[config.mk]
export PLATFORM = sky130hd
export DESIGN_NAME = rn_req_buffer_flat
export DESIGN_NICKNAME = d
export VERILOG_FILES = /design/src/rtl/rn_req_buffer_if.sv /design/src/rtl/rn_req_buffer.sv /design/src/flat_wrapper.sv
export SDC_FILE = /design/constraint.sdc
export NUM_CORES = 1
export LEC_CHECK = 0
export CAP_MARGIN = 25
export CORE_ASPECT_RATIO = 1.4
export CORE_MARGIN = 5
export CORE_UTILIZATION = 54
export CTS_CLUSTER_SIZE = 14
export DETAILED_ROUTE_END_ITERATION = 16
export PLACE_DENSITY = 0.79
export RECOVER_POWER = 100
export SLEW_MARGIN = 10
export SYNTH_ARGS = -nofsm -noshare
export SYNTH_HDL_FRONTEND = slang
export SYNTH_SLANG_ARGS = --single-unit
[constraint.sdc]
create_clock -name clk -period 2.4 [get_ports clk]
set_clock_uncertainty 0.05 [all_clocks]
set_input_delay 0.48 -clock clk [delete_from_list [all_inputs] [get_ports clk]]
set_output_delay 0.48 -clock clk [all_outputs]
set_load 0.03 [all_outputs]
[src/rtl/rn_req_buffer_if.sv]
// Requester-side bus bundle for rn_req_buffer: request in, crossbar-facing request/select,
// and the response path back to the requester.
interface rn_req_buffer_if #(
  parameter int REQ_W = 16,
  parameter int RSP_W = 8,
  parameter int CNT_W = 3
);
  logic [REQ_W-1:0] req_in;
  logic             req_ready;
  logic [REQ_W-1:0] bf_out;
  logic [2:0]       sel;
  logic [RSP_W-1:0] reqr_rsp;
  logic [RSP_W-1:0] rsp_out;
  logic             timeout_err;
  logic [CNT_W-1:0] fifo_count;

  modport slave (
    input  req_in, reqr_rsp,
    output req_ready, bf_out, sel, rsp_out, timeout_err, fifo_count
  );

  modport master (
    output req_in, reqr_rsp,
    input  req_ready, bf_out, sel, rsp_out, timeout_err, fifo_count
  );
endinterface

[src/rtl/rn_req_buffer.sv]
// Request FIFO plus single-outstanding dispatcher in front of rn_crossbar: holds sel
// while waiting so the response routes back, aborts with a pulse on timeout.
`ifndef REQ_FLIT_WIDTH
`define REQ_FLIT_WIDTH 16
`endif
`ifndef RSP_FLIT_WIDTH
`define RSP_FLIT_WIDTH 8
`endif

module rn_req_buffer #(
  parameter int REQ_FLIT_WIDTH = `REQ_FLIT_WIDTH,
  parameter int RSP_FLIT_WIDTH = `RSP_FLIT_WIDTH,
  parameter int DEPTH          = 4,
  parameter int TGT_LSB        = 1,
  parameter int TIMEOUT        = 16
) (
  input logic            clk,
  input logic            rst,
  rn_req_buffer_if.slave bus
);
  localparam int AW = $clog2(DEPTH);
  localparam int CW = $clog2(DEPTH) + 1;
  localparam int TW = $clog2(TIMEOUT);

  typedef enum logic [1:0] {IDLE, DISPATCH, WAIT_RSP} state_t;

  state_t                    state, state_nx;
  logic [REQ_FLIT_WIDTH-1:0] mem [DEPTH];
  logic [AW-1:0]             wr_ptr, rd_ptr;
  logic [CW-1:0]             count;
  logic                      push, pop;
  logic [REQ_FLIT_WIDTH-1:0] head;
  logic [1:0]                tgt;

  logic [REQ_FLIT_WIDTH-1:0] bf_q, bf_nx;
  logic [2:0]                sel_q, sel_nx;
  logic [RSP_FLIT_WIDTH-1:0] rsp_q, rsp_nx;
  logic                      err_q, err_nx;
  logic [TW-1:0]             tcnt, tcnt_nx;

  // Ready is judged on pre-dequeue occupancy, so a full FIFO cannot take a flit even
  // in the cycle it pops.
  assign bus.req_ready  = (count != CW'(DEPTH));
  assign push           = bus.req_in[0] && bus.req_ready;
  assign pop            = (state == IDLE) && (count != '0);
  assign head           = mem[rd_ptr];
  assign tgt            = head[TGT_LSB+1:TGT_LSB];

  assign bus.bf_out      = bf_q;
  assign bus.sel         = sel_q;
  assign bus.rsp_out     = rsp_q;
  assign bus.timeout_err = err_q;
  assign bus.fifo_count  = count;

  always_ff @(posedge clk) begin
    if (push) mem[wr_ptr] <= bus.req_in;
  end

  always_ff @(posedge clk or posedge rst) begin
    if (rst) begin
      wr_ptr <= '0;
      rd_ptr <= '0;
      count  <= '0;
    end else begin
      if (push) wr_ptr <= wr_ptr + AW'(1);
      if (pop)  rd_ptr <= rd_ptr + AW'(1);
      case ({push, pop})
        2'b10:   count <= count + CW'(1);
        2'b01:   count <= count - CW'(1);
        default: count <= count;
      endcase
    end
  end

  always_ff @(posedge clk or posedge rst) begin
    if (rst) begin
      state <= IDLE;
      bf_q  <= '0;
      sel_q <= '0;
      rsp_q <= '0;
      err_q <= 1'b0;
      tcnt  <= '0;
    end else begin
      state <= state_nx;
      bf_q  <= bf_nx;
      sel_q <= sel_nx;
      rsp_q <= rsp_nx;
      err_q <= err_nx;
      tcnt  <= tcnt_nx;
    end
  end

  always_comb begin
    state_nx = state;
    bf_nx    = '0;
    sel_nx   = sel_q;
    rsp_nx   = '0;
    err_nx   = 1'b0;
    tcnt_nx  = tcnt;
    case (state)
      IDLE: begin
        sel_nx = '0;
        if (pop) begin
          bf_nx    = head;
          sel_nx   = {1'b0, tgt} + 3'd1;
          state_nx = DISPATCH;
        end
      end
      DISPATCH: begin
        tcnt_nx  = '0;
        state_nx = WAIT_RSP;
      end
      WAIT_RSP: begin
        tcnt_nx = tcnt + TW'(1);
        // A response in the final cycle beats the timeout.
        if (bus.reqr_rsp[0]) begin
          rsp_nx   = bus.reqr_rsp;
          sel_nx   = '0;
          state_nx = IDLE;
        end else if (tcnt == TW'(TIMEOUT - 1)) begin
          err_nx   = 1'b1;
          sel_nx   = '0;
          state_nx = IDLE;
        end
      end
      default: begin
        sel_nx   = '0;
        state_nx = IDLE;
      end
    endcase
  end
endmodule

[src/flat_wrapper.sv]
// flat-port wrapper written by rule: the top's interface ports become plain ports
module rn_req_buffer_flat 
#(
  parameter int REQ_FLIT_WIDTH = `REQ_FLIT_WIDTH,
  parameter int RSP_FLIT_WIDTH = `RSP_FLIT_WIDTH,
  parameter int DEPTH          = 4,
  parameter int TGT_LSB        = 1,
  parameter int TIMEOUT        = 16
)
  (clk, rst, bus_req_in, bus_reqr_rsp, bus_req_ready, bus_bf_out, bus_sel, bus_rsp_out, bus_timeout_err, bus_fifo_count);
  rn_req_buffer_if #(.REQ_W(16), .RSP_W(8), .CNT_W(3)) bus_i ();
  input logic clk;
  input logic rst;
  input wire logic [$bits(bus_i.req_in)-1:0] bus_req_in;
  input wire logic [$bits(bus_i.reqr_rsp)-1:0] bus_reqr_rsp;
  output wire logic [$bits(bus_i.req_ready)-1:0] bus_req_ready;
  output wire logic [$bits(bus_i.bf_out)-1:0] bus_bf_out;
  output wire logic [$bits(bus_i.sel)-1:0] bus_sel;
  output wire logic [$bits(bus_i.rsp_out)-1:0] bus_rsp_out;
  output wire logic [$bits(bus_i.timeout_err)-1:0] bus_timeout_err;
  output wire logic [$bits(bus_i.fifo_count)-1:0] bus_fifo_count;
  assign bus_i.req_in = bus_req_in;
  assign bus_i.reqr_rsp = bus_reqr_rsp;
  assign bus_req_ready = bus_i.req_ready;
  assign bus_bf_out = bus_i.bf_out;
  assign bus_sel = bus_i.sel;
  assign bus_rsp_out = bus_i.rsp_out;
  assign bus_timeout_err = bus_i.timeout_err;
  assign bus_fifo_count = bus_i.fifo_count;
  rn_req_buffer #(.REQ_FLIT_WIDTH(REQ_FLIT_WIDTH), .RSP_FLIT_WIDTH(RSP_FLIT_WIDTH), .DEPTH(DEPTH), .TGT_LSB(TGT_LSB), .TIMEOUT(TIMEOUT)) u_core (.clk(clk), .rst(rst), .bus(bus_i));
endmodule
==> metrics.cfg, run 1 <==
[power_and_ir_drop]
swShare_pct = 33.2
design_power_total_mw = 5.71
power_frac_comb_pct = 36.9
cellLeakagePower_nw = 2.01
ir_worst_vdd_uv = 696
power_frac_clock_pct = 18.4
switching_power_mw = 1.90
power.density_mw_per_mm2 = 1160
power_frac_seq_pct = 44.7
intPower_mw = 3.81

[clock_network]
cts_tree = built
holdBufCountCts = 0
post_cts_buffers = 0
cts_root_buf = clkbuf_8
cts_made_buffers = 9
cts_sinks = 105
htreeDepth = 3
cts_buffer_depth = 2
cts.repair.resized = 0
clkLatencyLatePin_ns = 0.36
clkTransAtPathRegs_ns = 0.10

[routing]
num_vias = 2067
wl_per_cell_um = 17.1
dr.pass1.iters = 4
drc = 0
drt.antenna.violating_nets = 0
wl_mm = 6.75
drt_iter0_drc = 71
via_per_inst = 5.25

[worst_setup_path]
worstPathCellList = or3b_4 > clkdlybuf4s50_1
r2r-start = u_core.bus.fifo_count[1]$_DFFE_PP0P_
critPathSlowestCell = clkdlybuf4s50_1
r2r_cells = 9
crit_path_end_kind = primary output
critPathMaxFanout = 6
cp_data_required_time_ns = 1.87
worstSetupStartpointType = flop
worstPathArrival_ns = 1.80
r2r_setup_slack_ns = 0.18
cp_slowest_stage_delay_ns = 0.62
regToRegEndpoint = u_core.bus.fifo_count[2]$_DFFE_PP0P_
crit_type = reg2out

[job]
drv_cap = 0

[place]
gp_congestion = 0.751
dp_hpwl_mm = 4.60
place.port_buffers = 57
dp_cells = 378

[sta]
setup_viol = 0
timing_hold_violations_final = 0
slew_viol_final = 0
post-route-period-util_pct = 97.2
rsz0062_at_grt = false
period_minus_slack_ns = 2.33
worst_slew_pin_slew_ns = 1.01
maxSlewHeadroom_pct = 32.5
fmax_ghz = 0.429
setup-tns-final_ns = 0

[final_layout]
syn_to_final_growth_pct = 22.2
diodes = 0
final_cells = 394
drive_gt1_share_pct = 15.2
layout_common_cells = edfxtp_1, dlygate4sd3_1, dfrtp_1
final_common_cell = edfxtp_1
nNetsFinal = 330

[min_path]
holdPathEnd = u_core.bus.sel[0]$_DFFE_PP0P_
hold_path.class = reg2reg
hold_path_startpoint = u_core.bus.sel[0]$_DFFE_PP0P_
min_path_cells = 1

[floorplanning]
dieArea_mm2 = 0.00933
fp.dieW_um = 83.1
start_util_pct = 55.2
fp-row-count = 37
core_mm2 = 0.00731
die_h_um = 112
num_io_pins = 58

[grt]
antenna_found_initial = 0
overflow = 0
grt_max_degree = 42
first_global_vias = 2170
grtUsageTotal_pct = 15.5
grt_pass1_wl_mm = 10.9

[logic_synthesis]
netlist_top_cells_area = edfxtp_1, dfrtp_1, mux4_2, ha_1, and2_1
avgSynthCellArea_um2 = 18.3
ys_seq_area_share_pct = 73.1
synth_top_area_share_pct = 47.6
synthFlopType = edfxtp_1
ys_warn_count = 0
ys_ff_latch = 105
synth-edff-count = 64
yosysTopAreaCell = edfxtp_1
synthCells = 220
syn_nets = 258
async_flop_share_pct = 39.0
syn_area_mm2 = 0.00404
ys_types = 33

[status]
status = finished, final reports clean

## worst max-delay path: cells and delay by family, from the launching register on
kind	cells	cell delay, ns
buffers and inverters	1	0.62
DFF	1	0.39
and+or+nand+nor	1	0.43
## flip-flops by register name, indices dropped and copies added (netlist names)
register	flops
u_core.bus.sel	3
u_core.rd_ptr	2
u_core.bus.timeout_err	1
u_core.state	2
u_core.tcnt	4
u_core.bus.bf_out	16
u_core.wr_ptr	2
u_core.bus.rsp_out	8
u_core.bus.fifo_count	3
u_core.mem	64
## cell type report
class | count | area [um^2]
clock buffer | 9 | 124
tap | 97 | 121
timing repair buffer | 67 | 632
clock inverter | 7 | 68.8
sequential | 105 | 2950
inverter | 12 | 45.0
fill | 552 | 2380
multi-input combinational | 97 | 992
## power groups by stage
stage	combinational [mW]	clock (mW)	sequential, mW
3_3_place_gp	2.19	0	2.58
3_5_place_dp	2.25	0	2.60
2_1_floorplan	1.24	0	2.84
4_1_cts	2.26	1.07	2.57
6_report	2.11	1.05	2.55
5_1_grt	2.30	1.16	2.60
## through the flow
step           utilization, %  area, um^2  hold WS, ns  worst slack (ns)
2_1_floorplan               -        4040        0.428           0.00580
3_3_place_gp             65.1        4760        0.442             0.168
3_5_place_dp             65.1        4760        0.453             0.128
4_1_cts                  67.7        4950        0.470            0.0326
5_1_grt                  67.4        4930        0.483            0.0153
6_report                 67.4        4930        0.462            0.0663
## worst max-delay path by stage
stage | cells after the start | end | from
3_5_place_dp | 9 | u_core.bus.fifo_count[2]$_DFFE_PP0P_ | bus_req_in[0]
3_3_place_gp | 9 | u_core.bus.fifo_count[2]$_DFFE_PP0P_ | bus_req_in[0]
2_1_floorplan | 9 | u_core.bus.fifo_count[2]$_DFFE_PP0P_ | u_core.bus.fifo_count[2]$_DFFE_PP0P_
6_report | 2 | bus_req_ready | u_core.bus.fifo_count[1]$_DFFE_PP0P_
5_1_grt | 2 | bus_req_ready | u_core.bus.fifo_count[1]$_DFFE_PP0P_
4_1_cts | 2 | bus_req_ready | u_core.bus.fifo_count[1]$_DFFE_PP0P_
## synth_stat cells, types with 2 or more instances
master    count
edfxtp_1     64
dfrtp_1      41
and2_1       17
mux4_2       16
ha_1         11
inv_1        11
and3_1        7
and3_2        4
nand3_1       4
xnor2_1       4
a22o_1        3
mux2_2        3
nor2_1        3
nor2b_1       3
o21ai_0       3
a21o_1        2
a21oi_1       2
buf_2         2
buf_6         2
clkbuf_1      2
mux2i_1       2
nand2_1       2
xor2_1        2
## cells by family after synthesis
family                     after synthesis  synth area share, %
DFF                                    105                 73.1
xor gates and xnor gates                 6                 1.30
and+or+nand+nor                         44                 6.67
AOI/OAI and AO/OA                       13                 2.33
muxes                                   22                 10.6
buffers and inverters                   18                 2.11
adders and majority gates               12                 3.91
## layer usage
layer / track usage [%] / part of all wire (%) / vias up
met5: 0 / 0 / -
met4: 6.54 / 1.7 / 0
met3: 3.89 / 4.6 / 9
met2: 27.5 / 54 / 53
met1: 17.7 / 40 / 1042
li1: - / - / 963
No activity file was read; power rests on OpenSTA's default activity.
==> run 2, diff against run 1 <==
--- a/config.mk
+++ b/config.mk
@@ -8,10 +8,11 @@
 export CAP_MARGIN = 25
 export CORE_ASPECT_RATIO = 1.4
 export CORE_MARGIN = 5
-export CORE_UTILIZATION = 54
+export CORE_UTILIZATION = 62
 export CTS_CLUSTER_SIZE = 14
 export DETAILED_ROUTE_END_ITERATION = 16
-export PLACE_DENSITY = 0.79
+export DONT_BUFFER_PORTS = 1
+export PLACE_DENSITY = 0.78
 export RECOVER_POWER = 100
 export SLEW_MARGIN = 10
 export SYNTH_ARGS = -nofsm -noshare
==> run 2 against run 1 <==
  * Cell area decreased by 12%
  * Sequential power up 10%
  * Power down 4.3%
  * Cell count fell by 21%
  * Global-route usage is 2.1 points higher
  * Die area fell by 12%
  * Non-clock buffer count fell by 56
  * Fmax rose by 5.4%
  * First-iteration DRC count shrank 25%
  * Hold slack worse by 0.34 ns
  * Critical endpoint is now u_core.bus.fifo_count[2]$_DFFE_PP0P_
  * Highest routed layer unchanged
==> metrics.cfg, run 2 (synthesis results as in run 1) <==
[clock_network]
clkLatencyLatePin_ns = 0.36  ; about the same
cts_sinks = 105  ; unchanged
cts.repair.resized = 0  ; unchanged
clkTransAtPathRegs_ns = 0.10  ; about the same
cts_made_buffers = 9  ; unchanged
cts_tree = built
cts_root_buf = clkbuf_8
htreeDepth = 3  ; unchanged
cts_buffer_depth = 2  ; unchanged

[sta]
setup-tns-final_ns = 0  ; unchanged
timing_hold_violations_final = 0  ; unchanged
post-route-period-util_pct = 92.2  ; -5.0 points
period_minus_slack_ns = 2.21  ; -0.120 ns
setup_slack_ns = 0.187  ; +0.120 ns
setup_viol = 0  ; unchanged
fmax_ghz = 0.452  ; +5.4%
rsz0062_at_grt = false
slew_viol_final = 0  ; unchanged
worst_slew_pin_slew_ns = 0.883  ; -0.130 ns
maxSlewHeadroom_pct = 41.2  ; +8.7 points

[worst_setup_path]
crit_type = reg2reg
r2r_setup_slack_ns = 0.19  ; about the same
worstPathArrival_ns = 2.45  ; +0.65 ns
worstSetupStartpointType = flop
r2r-start = u_core.bus.fifo_count[1]$_DFFE_PP0P_
critPathMaxFanout = 3  ; -3
endpoint = u_core.bus.fifo_count[2]$_DFFE_PP0P_
r2r_cells = 9  ; unchanged
startpoint = u_core.bus.fifo_count[1]$_DFFE_PP0P_
cp_data_required_time_ns = 2.64  ; +0.77 ns
regToRegEndpoint = u_core.bus.fifo_count[2]$_DFFE_PP0P_
crit_path_end_kind = flop

[routing]
drt.antenna.violating_nets = 0  ; unchanged
wl_mm = 6.54  ; -3.1%
drt_iter0_drc = 53  ; -25%
num_vias = 1872  ; -9.4%
drc = 0  ; unchanged
wl_per_cell_um = 20.9  ; +22%
dr.pass1.iters = 4  ; unchanged
via_per_inst = 5.98  ; +14%

[place]
place.port_buffers = 0  ; -100%
dp_hpwl_mm = 4.50  ; -2.1%
gp_congestion = 0.724  ; -3.6%
pre_cts_slack_ns = 0.189  ; +0.0614 ns

[final_layout]
layout_common_cells = edfxtp_1, dfrtp_1, mux4_2
final_common_cell = edfxtp_1
syn_to_final_growth_pct = 7.60
largest_reg_flops = 64  ; unchanged
nNetsFinal = 274  ; -17%
top_register = u_core.mem
drive_gt1_share_pct = 19.9  ; +4.8 points
diodes = 0  ; unchanged

[floorplanning]
start_util_pct = 64.1  ; +8.9 points
fp.dieW_um = 78.2  ; -5.9%
dieArea_mm2 = 0.00824  ; -12%
num_io_pins = 58  ; unchanged
core_mm2 = 0.00630  ; -14%
die_h_um = 105  ; -6.1%
fp-row-count = 34  ; -8.1%

[min_path]
hold_path.class = in2reg

[grt]
grtUsageTotal_pct = 17.6  ; +2.1 points
grt_max_degree = 36  ; -14%
overflow = 0  ; unchanged
grt_pass1_wl_mm = 10.9  ; -0.44%
antenna_found_initial = 0  ; unchanged
first_global_vias = 2052  ; -5.4%

[power_and_ir_drop]
cellLeakagePower_nw = 1.73  ; -14%
power.density_mw_per_mm2 = 1260  ; +8.7%
design_power_total_mw = 5.47  ; -4.3%
ir_worst_vdd_uv = 677  ; -2.7%

[job]
drv_cap = 0  ; unchanged

[status]
status = finished, final reports clean

## run 2: cell types whose count changed in the layout (fill, tap and decap cells not counted), sizes merged
cell           before  now
dlygate4sd3        48    1
clkdlybuf4s50       9    0
clkbuf             13   14
clkinvlp            2    1
inv                11   13
bufinv              1    0
clkinv              5    3
buf                 6    7
## run 2: final cells by class
class / instances / area, um^2
Sequential cell: 105 / 2950
Multi-Input combinational cell: 97 / 993
Clock buffer: 11 / 153
Tap cell: 72 / 90.1
Inverter: 12 / 45.0
Clock inverter: 5 / 37.5
Fill cell: 428 / 1950
Timing Repair Buffer: 11 / 75.1
## run 2: worst max-delay path, stage by stage, from the launching register on
cell     delay (ns)
dfrtp_1        0.39
or3b_1         0.41
and2_4         0.19
inv_1          0.05
ha_1           0.17
inv_1          0.06
fa_1           0.39
xor2_1         0.15
nor2_1         0.12
xor2_1         0.16
## run 2: how the worst min path moves through the flow
stage | startpoint | end | slack, ns | cells after the start
6_report | bus_reqr_rsp[0] | u_core.bus.timeout_err$_DFF_PP0_ | 0.12 | 1
5_1_grt | bus_reqr_rsp[0] | u_core.bus.timeout_err$_DFF_PP0_ | 0.10 | 1
4_1_cts | bus_reqr_rsp[0] | u_core.bus.timeout_err$_DFF_PP0_ | 0.11 | 1
2_1_floorplan | u_core.tcnt[0]$_DFFE_PP0P_ | u_core.tcnt[0]$_DFFE_PP0P_ | 0.43 | 1
3_5_place_dp | rst | u_core.bus.bf_out[3]$_DFF_PP0_ | 0.23 | 1
3_3_place_gp | rst | u_core.bus.bf_out[3]$_DFF_PP0_ | 0.23 | 1
## run 2: metal layers
| layer | wire length, um | up-vias | GRT usage (%) |
|---|---|---|---|
| li1 | - | 838 | - |
| met1 | 2400 | 963 | 20.2 |
| met2 | 3540 | 62 | 30.0 |
| met3 | 496 | 9 | 5.89 |
| met4 | 110 | 0 | 7.50 |
| met5 | 0 | - | 0 |
## run 2: stage by stage
step / hold WS (ns) / cells / util [%] / instance area, um^2
after floorplan: 0.428 / 220 / - / 4040
after global routing: 0.104 / 313 / 69.0 / 4340
final: 0.124 / 313 / 69.0 / 4340
after global placement: 0.227 / 296 / 66.1 / 4160
after CTS: 0.108 / 313 / 69.3 / 4360
after detailed placement: 0.227 / 296 / 66.1 / 4160
## run 2: report_power, final
part	internal (mW)	switching, mW
clock	0.448	0.580
sequential	2.38	0.431
combinational	0.757	0.867
## run 2: what timing repair did
action,in CTS,in global routing
setup buffers,0,0
endpoints found under the hold margin,6,0
hold buffers,1,0
setup endpoints to repair,0,0
==> run 3, diff against run 2 <==
--- a/config.mk
+++ b/config.mk
@@ -12,7 +12,7 @@
 export CTS_CLUSTER_SIZE = 14
 export DETAILED_ROUTE_END_ITERATION = 16
 export DONT_BUFFER_PORTS = 1
-export PLACE_DENSITY = 0.78
+export PLACE_DENSITY = 0.89
 export RECOVER_POWER = 100
 export SLEW_MARGIN = 10
 export SYNTH_ARGS = -nofsm -noshare
==> run 3 against run 2 <==
  * Power fell by 0.26%
  * Wire length fell by 1.9%
  * Global-route usage fell by 0.71 points
  * Die area did not move
  * Sequential power barely moved
  * Hold slack improved by 0.014 ns
  * Critical path depth fell by 6
  * Cell count fell by 0.64%
  * Sequential cell count did not move
  * Critical path type unchanged
  * Largest power group unchanged
  * Highest routed layer unchanged
==> metrics.cfg, run 3 (synthesis results as in run 1) <==
[power_and_ir_drop]
power.density_mw_per_mm2 = 1260  ; +0.20%
switching_power_mw = 1.85  ; -1.4%
cellLeakagePower_nw = 1.71  ; -0.74%
power_frac_seq_pct = 52.0  ; +0.5 points
design_power_total_mw = 5.45  ; -0.26%
intPower_mw = 3.60  ; +0.34%
power_frac_comb_pct = 29.3  ; -0.4 points
swShare_pct = 34.0  ; -0.39 points
power_frac_clock_pct = 18.8  ; about the same
ir_worst_vdd_uv = 938  ; +38%

[routing]
drc = 0  ; unchanged
drt.antenna.violating_nets = 0  ; unchanged
drt_iter0_drc = 127  ; +140%
num_vias = 1876  ; +0.21%
dr.pass1.iters = 4  ; unchanged
wl_mm = 6.42  ; -1.9%
wl_per_cell_um = 20.6  ; -1.2%
via_per_inst = 6.03  ; +0.86%

[floorplanning]
num_io_pins = 58  ; unchanged
die_h_um = 105  ; unchanged
dieArea_mm2 = 0.00824  ; unchanged
core_mm2 = 0.00630  ; unchanged
fp.dieW_um = 78.2  ; unchanged
start_util_pct = 64.1  ; unchanged
fp-row-count = 34  ; unchanged

[final_layout]
drive_gt1_share_pct = 19.2  ; -0.67 points
final_cells = 311  ; -0.64%
top_register = u_core.mem
diodes = 0  ; unchanged
layout_common_cells = edfxtp_1, dfrtp_1, mux4_2
nNetsFinal = 272  ; -0.73%
largest_reg_flops = 64  ; unchanged
fin_area_mm2 = 0.00432  ; -0.46%
syn_to_final_growth_pct = 7.10
fillers = 416  ; -2.8%
final_common_cell = edfxtp_1

[worst_setup_path]
worstSetupStartpointType = flop
critPathMaxFanout = 16  ; +13
worstPathArrival_ns = 2.16  ; -0.29 ns
cp_data_required_time_ns = 2.33  ; -0.31 ns
crit_type = reg2reg
crit_path_end_kind = flop

[grt]
grt_pass1_wl_mm = 10.4  ; -4.9%
grtUsageTotal_pct = 16.9  ; -0.71 points
overflow = 0  ; unchanged
first_global_vias = 2036  ; -0.78%
grt_max_degree = 42  ; +17%
antenna_found_initial = 0  ; unchanged

[sta]
setup-tns-final_ns = 0  ; unchanged
worst_slew_pin_slew_ns = 1.02  ; +0.134 ns
period_minus_slack_ns = 2.23  ; +0.0179 ns
slew_viol_final = 0  ; unchanged
rsz0062_at_grt = false
fmax_ghz = 0.448  ; -0.80%
timing_hold_violations_final = 0  ; unchanged
maxSlewHeadroom_pct = 32.2  ; -8.9 points
post-route-period-util_pct = 93.0  ; +0.74 points
finalHoldWorstSlack_ns = 0.138  ; +0.0144 ns
setup_viol = 0  ; unchanged

[clock_network]
cts_sinks = 105  ; unchanged
clkLatencyLatePin_ns = 0.35  ; about the same
cts_buffer_depth = 2  ; unchanged
post_cts_buffers = 0  ; unchanged
holdBufCountCts = 0  ; -1
cts_made_buffers = 9  ; unchanged
cts_root_buf = clkbuf_8
clkTransAtPathRegs_ns = 0.09  ; about the same
cts.repair.resized = 0  ; unchanged
cts_tree = built
htreeDepth = 3  ; unchanged

[place]
dp_cells = 295  ; -0.34%
place.port_buffers = 0  ; unchanged
dp_hpwl_mm = 4.34  ; -3.7%
gp_congestion = 0.737  ; +1.8%
postPlaceCellArea_mm2 = 0.00415  ; -0.18%

[min_path]
hold_path.class = in2reg

[status]
status = finished, final reports clean

[job]
drv_cap = 0  ; unchanged

-- run 3: cell types whose count changed in the layout (fill, tap and decap cells not counted), sizes merged --
cell         before  now
clkinvlp          1    2
dlygate4sd3       1    0
clkinv            3    2
bufinv            0    1
clkbuf           14   15
inv              13   12
buf               7    5
-- run 3: power by group through the flow --
stage / Clock, mW / Sequential (mW) / Combinational [mW]
2_1_floorplan: 0 / 2.84 / 1.24
3_3_place_gp: 0 / 2.85 / 1.59
3_5_place_dp: 0 / 2.88 / 1.65
4_1_cts: 1.04 / 2.84 / 1.67
5_1_grt: 1.14 / 2.88 / 1.77
6_report: 1.02 / 2.83 / 1.59
-- run 3: per-layer routing --
metal	share of wire [%]	wire, um	up-vias	GRT usage (%)
met4	1.2	74	0	5.50
met2	55	3510	74	29.4
met3	9.2	589	7	7.25
li1	-	-	837	-
met5	0	0	-	0
met1	35	2250	958	18.5
-- run 3: through the flow --
stage	worst slack [ns]	utilization [%]
finish	0.169	68.6
global route	0.0531	68.6
CTS	0.202	68.9
detailed placement	0.250	66.0
global placement	0.309	66.0
floorplan	0.00580	-
-- run 3: cell type report --
class                      count  area [um^2]  share of cell area, %
clock buffer                  11          131                   3.04
clock inverter                 5         56.3                   1.30
inverter                      12         45.0                   1.04
multi-input combinational     97          996                   23.0
sequential                   105         2950                   68.2
tap                           72         90.1                   2.08
timing repair buffer           9         55.1                   1.27
-- run 3: path summary, 6_finish.rpt --
kind	cells after the start	endpoint	slack, ns	start
setup / recovery	3	u_core.mem[3][6]$_DFFE_PP_	0.17	u_core.bus.fifo_count[2]$_DFFE_PP0P_
hold / removal	1	u_core.bus.timeout_err$_DFF_PP0_	0.14	bus_reqr_rsp[0]
setup reg to reg	3	u_core.mem[3][6]$_DFFE_PP_	0.17	u_core.bus.fifo_count[2]$_DFFE_PP0P_
hold reg to reg	1	u_core.tcnt[0]$_DFFE_PP0P_	0.48	u_core.tcnt[0]$_DFFE_PP0P_
max in group asynchronous	2	u_core.bus.sel[1]$_DFFE_PP0P_	1.41	rst
min in group asynchronous	2	u_core.bus.bf_out[2]$_DFF_PP0_	0.27	rst
-- run 3: worst max-delay path, stage by stage, from the launching register on --
cell and delay (ns):
dfrtp_1 0.39, or3b_4 0.23, clkbuf_1 0.40, and3_1 0.78
